==> config.mk <==
export PLATFORM = sky130hd
export DESIGN_NAME = ram_loader
export DESIGN_NICKNAME = d
export VERILOG_FILES = /design/src/rtl/ram_loader_pkg.sv /design/src/rtl/ram_loader.sv
export SDC_FILE = /design/constraint.sdc
export NUM_CORES = 1
export LEC_CHECK = 0
export CAP_MARGIN = 0
export CELL_PAD_IN_SITES_DETAIL_PLACEMENT = 1
export CELL_PAD_IN_SITES_GLOBAL_PLACEMENT = 1
export CORE_MARGIN = 4
export CORE_UTILIZATION = 30
export DETAILED_ROUTE_END_ITERATION = 6
export PLACE_DENSITY = 0.67
export SYNTH_ARGS = -nofsm -noshare
export SYNTH_HDL_FRONTEND = slang
export SYNTH_SLANG_ARGS = --single-unit
==> constraint.sdc <==
create_clock -name clk -period 4.05 [get_ports clk]
set_input_delay 0.6075 -clock clk [delete_from_list [all_inputs] [get_ports clk]]
set_output_delay 0.6075 -clock clk [all_outputs]
set_load 0.005 [all_outputs]
==> src/rtl/ram_loader_pkg.sv <==
// Shared definitions for the program-RAM loader: FSM state encoding, error codes
// and the length-byte decode used by the loader and the host-side test driver.
package ram_loader_pkg;

   typedef enum logic [2:0] {
      ST_IDLE,
      ST_LEN,
      ST_DATA,
      ST_SUM,
      ST_VERIFY,
      ST_DONE,
      ST_ERROR
   } state_t;

   localparam logic [1:0] ERR_NONE     = 2'd0;
   localparam logic [1:0] ERR_SUM      = 2'd1;
   localparam logic [1:0] ERR_READBACK = 2'd2;
   localparam logic [1:0] ERR_ABORT    = 2'd3;

   localparam int IDX_W = 9;

   // A length byte of zero means a full 256-word image.
   function automatic logic [IDX_W-1:0] len_to_count(input logic [7:0] len);
      return (len == 8'd0) ? 9'd256 : {1'b0, len};
   endfunction

endpackage

==> src/rtl/ram_loader.sv <==
// Host-side program-RAM writer: receives length/payload/checksum, writes the payload,
// then re-reads the region and sums it to verify the image before releasing the CPU.
//
// state     | meaning
// ST_IDLE   | after reset or abort; waits for start
// ST_LEN    | takes the length byte
// ST_DATA   | takes payload bytes, one RAM write per accepted byte
// ST_SUM    | takes the checksum byte and compares it to the running sum
// ST_VERIFY | reads back N words, summing r_data
// ST_DONE   | image verified, CPU released
// ST_ERROR  | checksum or readback mismatch, CPU stays held
module ram_loader
   import ram_loader_pkg::*;
#(
   parameter int                ADDR_W    = 8,
   parameter int                DATA_W    = 8,
   parameter logic [ADDR_W-1:0] BASE_ADDR = '0
) (
   input  logic              clk,
   input  logic              reset,
   input  logic              start,
   input  logic              abort,
   input  logic              rx_valid,
   input  logic [DATA_W-1:0] rx_data,
   output logic              rx_ready,
   output logic              write_req,
   output logic [ADDR_W-1:0] w_addr,
   output logic [DATA_W-1:0] w_data,
   output logic [ADDR_W-1:0] r_addr,
   input  logic [DATA_W-1:0] r_data,
   output logic              cpu_hold,
   output logic              busy,
   output logic              done,
   output logic [1:0]        err_code
);

   state_t            state_q, state_d;
   logic [IDX_W-1:0]  cnt_q, cnt_d;
   logic [IDX_W-1:0]  idx_q, idx_d;
   logic [DATA_W-1:0] sum_q, sum_d;
   logic [DATA_W-1:0] rb_q, rb_d;
   logic              rx_ready_q, rx_ready_d;
   logic              write_req_q, write_req_d;
   logic [ADDR_W-1:0] w_addr_q, w_addr_d;
   logic [DATA_W-1:0] w_data_q, w_data_d;
   logic [ADDR_W-1:0] r_addr_q, r_addr_d;
   logic              cpu_hold_q, cpu_hold_d;
   logic              busy_q, busy_d;
   logic              done_q, done_d;
   logic [1:0]        err_q, err_d;

   logic              accept;
   logic              active;
   logic              last;
   logic [IDX_W-1:0]  idx_inc;
   logic [DATA_W-1:0] rb_next;

   assign accept  = rx_valid & rx_ready_q;
   assign active  = (state_q == ST_LEN) || (state_q == ST_DATA) ||
                    (state_q == ST_SUM) || (state_q == ST_VERIFY);
   assign idx_inc = idx_q + 9'd1;
   assign last    = (idx_q == cnt_q - 9'd1);
   assign rb_next = rb_q + r_data;

   always_comb begin
      state_d     = state_q;
      cnt_d       = cnt_q;
      idx_d       = idx_q;
      sum_d       = sum_q;
      rb_d        = rb_q;
      rx_ready_d  = rx_ready_q;
      write_req_d = 1'b0;
      w_addr_d    = w_addr_q;
      w_data_d    = w_data_q;
      r_addr_d    = r_addr_q;
      cpu_hold_d  = cpu_hold_q;
      busy_d      = busy_q;
      done_d      = done_q;
      err_d       = err_q;

      // abort outranks both start and any byte transfer in the same cycle
      if (active && abort) begin
         state_d    = ST_IDLE;
         err_d      = ERR_ABORT;
         rx_ready_d = 1'b0;
         cpu_hold_d = 1'b0;
         busy_d     = 1'b0;
      end else begin
         case (state_q)
            ST_IDLE, ST_DONE, ST_ERROR: begin
               if (start) begin
                  state_d    = ST_LEN;
                  done_d     = 1'b0;
                  err_d      = ERR_NONE;
                  cpu_hold_d = 1'b1;
                  rx_ready_d = 1'b1;
                  busy_d     = 1'b1;
               end
            end
            ST_LEN: begin
               if (accept) begin
                  cnt_d   = len_to_count(rx_data);
                  idx_d   = '0;
                  sum_d   = '0;
                  state_d = ST_DATA;
               end
            end
            ST_DATA: begin
               if (accept) begin
                  write_req_d = 1'b1;
                  w_addr_d    = BASE_ADDR + ADDR_W'(idx_q);
                  w_data_d    = rx_data;
                  sum_d       = sum_q + rx_data;
                  idx_d       = idx_inc;
                  if (last) state_d = ST_SUM;
               end
            end
            ST_SUM: begin
               if (accept) begin
                  rx_ready_d = 1'b0;
                  if (rx_data != sum_q) begin
                     state_d = ST_ERROR;
                     err_d   = ERR_SUM;
                     busy_d  = 1'b0;
                  end else begin
                     idx_d    = '0;
                     rb_d     = '0;
                     r_addr_d = BASE_ADDR;
                     state_d  = ST_VERIFY;
                  end
               end
            end
            ST_VERIFY: begin
               // r_addr_q already points at BASE_ADDR+idx_q for this cycle's read
               rb_d     = rb_next;
               idx_d    = idx_inc;
               r_addr_d = BASE_ADDR + ADDR_W'(idx_inc);
               if (last) begin
                  busy_d = 1'b0;
                  if (rb_next == sum_q) begin
                     state_d    = ST_DONE;
                     done_d     = 1'b1;
                     cpu_hold_d = 1'b0;
                  end else begin
                     state_d = ST_ERROR;
                     err_d   = ERR_READBACK;
                  end
               end
            end
            default: ;
         endcase
      end
   end

   always_ff @(posedge clk or posedge reset) begin
      if (reset) begin
         state_q     <= ST_IDLE;
         cnt_q       <= '0;
         idx_q       <= '0;
         sum_q       <= '0;
         rb_q        <= '0;
         rx_ready_q  <= 1'b0;
         write_req_q <= 1'b0;
         w_addr_q    <= '0;
         w_data_q    <= '0;
         r_addr_q    <= '0;
         cpu_hold_q  <= 1'b0;
         busy_q      <= 1'b0;
         done_q      <= 1'b0;
         err_q       <= ERR_NONE;
      end else begin
         state_q     <= state_d;
         cnt_q       <= cnt_d;
         idx_q       <= idx_d;
         sum_q       <= sum_d;
         rb_q        <= rb_d;
         rx_ready_q  <= rx_ready_d;
         write_req_q <= write_req_d;
         w_addr_q    <= w_addr_d;
         w_data_q    <= w_data_d;
         r_addr_q    <= r_addr_d;
         cpu_hold_q  <= cpu_hold_d;
         busy_q      <= busy_d;
         done_q      <= done_d;
         err_q       <= err_d;
      end
   end

   assign rx_ready  = rx_ready_q;
   assign write_req = write_req_q;
   assign w_addr    = w_addr_q;
   assign w_data    = w_data_q;
   assign r_addr    = r_addr_q;
   assign cpu_hold  = cpu_hold_q;
   assign busy      = busy_q;
   assign done      = done_q;
   assign err_code  = err_q;

endmodule

==> results of run 1 <==
synth_stat cells (11+ instances only):
library cell and n:
xor2_1 11, nand3_1 11, mux2_2 25, o21ai_0 34, nor3_1 13, a21oi_1 18
nand2_1 39, inv_1 13, xnor2_1 25, clkbuf_1 14, nor2_1 27, ha_1 16
dfrtp_1 68
kinds of logic (layout without fill, tap and decap cells):
family / Yosys count / count (layout) / synth area share, %
simple gates: 137 / 137 / 15.8
compound gates: 115 / 115 / 18.4
flops: 68 / 68 / 39.0
xor+xnor: 39 / 39 / 8.78
buf+inv: 39 / 91 / 5.13
mux: 29 / 29 / 7.37
fa+ha+maj: 18 / 18 / 5.51
state kept, by name (all words and copies together), names as in the netlist, 2 cells and up:
signal and flops:
cnt_q 9, err_code 2, idx_q 9, r_addr 8
rb_q 8, state_q 3, sum_q 8, w_addr 8
w_data 8
metal layers:
layer  track usage (%)  up-vias  share of wire (%)
li1                  -     1698                  -
met1              20.1     1783                 48
met2              24.3       49                 47
met3              3.74       16                3.2
met4              5.93        0                1.9
met5                 0        -                  0
power breakdown:
| part | switching (mW) | total, mW | internal [mW] |
|---|---|---|---|
| Clock | 0.315 | 0.807 | 0.492 |
| Sequential | 0.235 | 1.11 | 0.877 |
| Combinational | 0.800 | 1.62 | 0.821 |
| Total | 1.35 | 3.54 | 2.19 |
final timing paths:
kind / slack (ps) / endpoint / from
max in group asynchronous: 2600 / cpu_hold / reset
min: 480 / r_addr[6] / r_addr[6]
max reg2reg: 920 / err_code[0] / cnt_q[0]
min in group asynchronous: 660 / rb_q[1] / reset
min reg2reg: 480 / r_addr[6] / r_addr[6]
max: 750 / err_code[0] / r_data[0]
cell type report:
type                    count  area (µm²)
clock buffers              10         239
clock inverters             6        63.8
fillers                  1597        8730
inverters                  14        52.6
multi-input cells         338        2440
flip-flops and latches     68        1700
well taps                 180         225
repair buffers             61         586
worst max-delay path, cell delays in order:
cell,delay (ps)
clkdlybuf4s50_1,470
ha_1,170
inv_1,60
fa_1,400
nor2b_1,170
o311a_1,240
mux2i_1,240
o2111ai_1,180
or3_2,540
a21o_2,240
a22o_1,200
through the flow:
step           setup WS (ps)  cells
6_report                 751    677
5_1_grt                  537    677
4_1_cts                  754    677
3_5_place_dp             388    661
3_3_place_gp             415    661
2_1_floorplan            992    445
==> metrics.md, run 1 <==
| Metric | Value |
|---|---|
| Inserted Clock Buffers | `9` |
| Commonest non-fill, non-tap cell in the layout | `dfrtp_1` |
| Grt total ovfl | `0` |
| Commonest non-fill, non-tap cells in the layout | `dfrtp_1 (68), clkdlybuf4s50_1 (51), nand2_1 (39)` |
| RSZ-0062 raised after global routing | `no` |
| Run status | `complete, no violations` |
| Slew Limit Fails | `0` |
| Setup TNS | `0 ps` |
| Crit path kind | `in2reg` |
| Starting Density | `31.1%` |
| Largest net degree at the start of global routing | `28` |
| Drt first pass iters | `4` |
| CTS sink cnt | `68` |
| CTS H-tree lvls | `3` |
| CP Launch Type | `input port` |
| Mapped Nets | `484` |
| Post-CTS resize count | `0` |
| P_leak | `2.28 nW` |
| Vias | `3546` |
| Routed Antenna Nets | `0` |
| Pwr dens | `667 nW/µm²` |
| Ys flop type | `dfrtp_1` |
| Largest cells by area after synthesis | `dfrtp_1 (39%), mux2_2 (6.5%), xnor2_1 (5.0%), ha_1 (4.6%), o21ai_0 (3.9%)` |
| Clock transition at the registers of the reported paths | `60 ps` |
| Final hold viol count | `0` |
| Worst hold stages | `2` |
| Final worst path period need | `3300 ps` |
| Final setup violation count | `0` |
| Yosys top cell area share | `39.0%` |
| Cells after Synth | `445` |
| Peak supply drop | `0.235 mV` |
| Fmax | `0.303 GHz` |
| Area Growth Syn to Fin | `21.7%` |
| Final Util | `37.8%` |
| Number of core rows | `43` |
| Total of max-cap violations | `0` |
| Routed WL | `12000 µm` |
| Synthesized area | `4360 µm²` |
| Routability cong. | `0.870` |
| WHS | `479 ps` |
| Number of global-route vias before repair | `3807` |
| Async set-or-reset flop fraction in the synthesized netlist | `100%` |
| Cell taking the most area after synthesis | `dfrtp_1` |
| DRT iter0 DRCs | `167` |
| Worst slew margin | `47.9%` |
| Post-DP Area | `5010 µm²` |
| Layout cells sized above 1 | `14.1%` |
| Antenna violations before repair | `0` |
| Worst EP required | `4280 ps` |
| Worst Path Arrival | `3530 ps` |
| Die outline width | `129 µm` |
| Sequential area share after synthesis | `39.0%` |
| Syn Area/Cell | `9.80 µm²` |
| Via/cell ratio | `5.24` |
| Average routed wire per standard cell | `17.7 µm` |
| Core area | `14000 µm²` |
| Post-synth EDFFs | `0` |
| Distinct cells, synth | `64` |
| Nets | `531` |
| Die Ht | `129 µm` |
| Worst-Skew Late Latency | `340 ps` |
| Final worst path period share | `81.4%` |
| Worst-margin pin slew | `782 ps` |
| Global-route wire length before repair | `20000 µm` |
| Clock Tree Buf Depth | `2` |
| Clock skew | `4.20 ps` |
| Worst Hold Class | `reg2reg` |
| DPL Wire Length | `9110 µm` |
| Buffers on Ports | `51` |
| Drc violations | `0` |
| Depth of the most critical reg-to-reg path | `9` |
| #FFs+latches synth | `68` |
| Setup bufs post-CTS | `0` |
| Ys Warns | `0` |
| Hold buffer count at cts | `0` |
| CP endpoint kind | `flip-flop` |
| Ant diodes | `0` |
| Num ports | `52` |
| Root Buffer | `clkbuf_16` |
| CTS tree | `built` |
| GRT Util Overall | `15.3%` |
| Post-route cell area | `5310 µm²` |
| CP max FO | `3` |
| Die area | `16500 µm²` |
| Design Power | `3.54 mW` |
No activity file was read; power rests on OpenSTA's default activity.
==> run 2, diff against run 1 <==
--- a/config.mk
+++ b/config.mk
@@ -11,7 +11,7 @@
 export CORE_MARGIN = 4
 export CORE_UTILIZATION = 30
 export DETAILED_ROUTE_END_ITERATION = 6
-export PLACE_DENSITY = 0.67
+export PLACE_DENSITY = 0.69
 export SYNTH_ARGS = -nofsm -noshare
 export SYNTH_HDL_FRONTEND = slang
 export SYNTH_SLANG_ARGS = --single-unit
==> constraint.sdc (replaced) <==
create_clock -name clk -period 3 [get_ports clk]
set_input_delay 0.45 -clock clk [delete_from_list [all_inputs] [get_ports clk]]
set_output_delay 0.45 -clock clk [all_outputs]
set_load 0.005 [all_outputs]
==> run 2 against run 1 <==
Wire length grew 6.8%. Highest routed layer unchanged. Design area increased by 7.4%. Core utilization increased by 2.8 points. Largest power group unchanged. Critical endpoint unchanged.
==> metrics.md, run 2 (synthesized netlist as in run 1, its figures left out) <==
| Metric | Value |
|---|---|
| Clock skew | `7.95 ps` |
| Clock power frac | `20.7%` |
| Sw Pwr | `1.97 mW` |
| Grt total ovfl | `0` |
| Internal Power | `3.18 mW` |
| Depth of the most critical reg-to-reg path | `10` |
| Worst Path Arrival | `3200 ps` |
| Buffers on Ports | `51` |
| Die outline width | `129 µm` |
| CP endpoint kind | `flip-flop` |
| Final worst path period need | `2970 ps` |
| Core area | `14000 µm²` |
| Slew Limit Fails | `0` |
| Ant diodes | `0` |
| Routability cong. | `0.849` |
| Final worst path period share | `99.0%` |
| Largest net degree at the start of global routing | `27` |
| Worst-margin pin slew | `666 ps` |
| Fmax | `0.337 GHz` |
| Gate power share | `50.2%` |
| Hold buffer count at cts | `0` |
| Run status | `complete, no violations` |
| Worst EP required | `3230 ps` |
| Final Util | `40.6%` |
| Die area | `16500 µm²` |
| Final-layout fill cell count | `1573` |
| Antenna violations before repair | `0` |
| Global-route wire length before repair | `21200 µm` |
| Layout cells sized above 1 | `22.4%` |
| CP max FO | `2` |
| Inserted Clock Buffers | `9` |
| DPL Wire Length | `9870 µm` |
| Nets | `575` |
| Sequential cell area | `1700 µm²` |
| Design Power | `5.15 mW` |
| Reg2Reg Setup Slack | `230 ps` |
| Number of global-route vias before repair | `4069` |
| Crit path kind | `in2reg` |
| Sequential Power Share | `29.1%` |
| Final hold viol count | `0` |
| DP Cell Count | `705` |
| Clock Tree Buf Depth | `2` |
| Die Ht | `129 µm` |
| Clock transition at the registers of the reported paths | `60 ps` |
| DRT iter0 DRCs | `153` |
| Commonest non-fill, non-tap cell in the layout | `dfrtp_1` |
| Post-route cell area | `5700 µm²` |
| Reg2reg start | `cnt_q[0]` |
| Biggest registers after layout | `cnt_q x9, idx_q x9` |
| CP Launch Type | `input port` |
| Total of max-cap violations | `0` |
| Worst slew margin | `55.2%` |
| Final setup violation count | `0` |
| Number of core rows | `43` |
| Num ports | `52` |
| Area Growth Syn to Fin | `30.7%` |
| Switching part of the total | `38.2%` |
| Routed Antenna Nets | `0` |
| Starting Density | `31.1%` |
| Drt first pass iters | `4` |
| Worst Hold Class | `in2async` |
| Peak supply drop | `0.353 mV` |
| P_leak | `2.51 nW` |
| Setup bufs post-CTS | `0` |
| RSZ-0062 raised after global routing | `yes` |
| Reg2reg end | `state_q[0]` |
| Post-route worst setup slack | `29.2 ps` |
| Vias | `3721` |
| Pwr dens | `903 nW/µm²` |
| CTS H-tree lvls | `3` |
| Drc violations | `0` |
| CTS tree | `built` |
| Non-filler instance count after layout | `721` |
| GRT Util Overall | `16.2%` |
| CTS sink cnt | `68` |
| Place WS | `-439 ps` |
| Root Buffer | `clkbuf_16` |
| Routed WL | `12800 µm` |
| Worst-Skew Late Latency | `350 ps` |
| Commonest non-fill, non-tap cells in the layout | `dfrtp_1 (68), buf_4 (53), clkdlybuf4s50_1 (51)` |
| Average routed wire per standard cell | `17.8 µm` |
| Via/cell ratio | `5.16` |
| Post-DP Area | `5350 µm²` |
| Area of the multi-input gates | `2500 µm²` |
## run 2: changes by cell type in the layout (fill, tap and decap cells not counted), sizes merged
cell    previous run  this run
buf               10        54
clkinv             4         3
inv               13        14
## run 2: metrics by stage
| stage | TNS [ps] | hold slack (ps) |
|---|---|---|
| 2_1_floorplan | 0 | 454 |
| 3_3_place_gp | -1780 | 467 |
| 3_5_place_dp | -1950 | 483 |
| 4_1_cts | 0 | 461 |
| 5_1_grt | -73.2 | 501 |
| 6_report | 0 | 448 |
## run 2: critical path, stage by stage
cell and delay [ps]:
clkdlybuf4s50_1 460, ha_1 170, inv_1 60, fa_2 370, xnor2_2 170, xor2_1 160
nor4_2 350, o2111ai_2 200, or3_4 400, a21o_2 220, a22o_1 200
## run 2: routing by layer
layer / global-route usage [%] / routed length (µm) / vias to the layer above
li1: - / - / 1789
met1: 21.3 / 5940 / 1874
met2: 26.8 / 6300 / 49
met3: 4.07 / 421 / 9
met4: 4.32 / 161 / 0
met5: 0 / 0 / -
## run 2: timing repair
action | CTS | global route
endpoints found under the setup margin | 2 | 6
pin swaps | 1 | 2
gates resized for setup | 4 | 7
## run 2: worst max path at each step
stage,from,depth (start not counted),slack [ps],to
5_1_grt,r_data[0],11,-50,err_code[0]
6_report,r_data[0],11,30,err_code[0]
3_5_place_dp,r_data[0],11,-440,err_code[0]
4_1_cts,r_data[0],11,60,err_code[0]
2_1_floorplan,r_data[4],9,100,err_code[0]
3_3_place_gp,r_data[0],11,-400,err_code[0]
## run 2: area by class of cell
| cell class | count | share of cell area, % |
|---|---|---|
| multi-input combinational | 338 | 43.9 |
| sequential | 68 | 29.9 |
| timing repair buffer | 105 | 16.3 |
| clock buffer | 10 | 4.02 |
| tap | 180 | 3.95 |
| clock inverter | 6 | 1.12 |
| inverter | 14 | 0.922 |
## run 2: power groups by stage
stage,clock network (mW),logic [mW],registers (mW)
3_5_place_dp,0,2.51,1.50
6_report,1.07,2.58,1.50
2_1_floorplan,0,1.67,1.39
5_1_grt,1.14,2.86,1.55
4_1_cts,1.10,2.56,1.49
3_3_place_gp,0,2.40,1.49
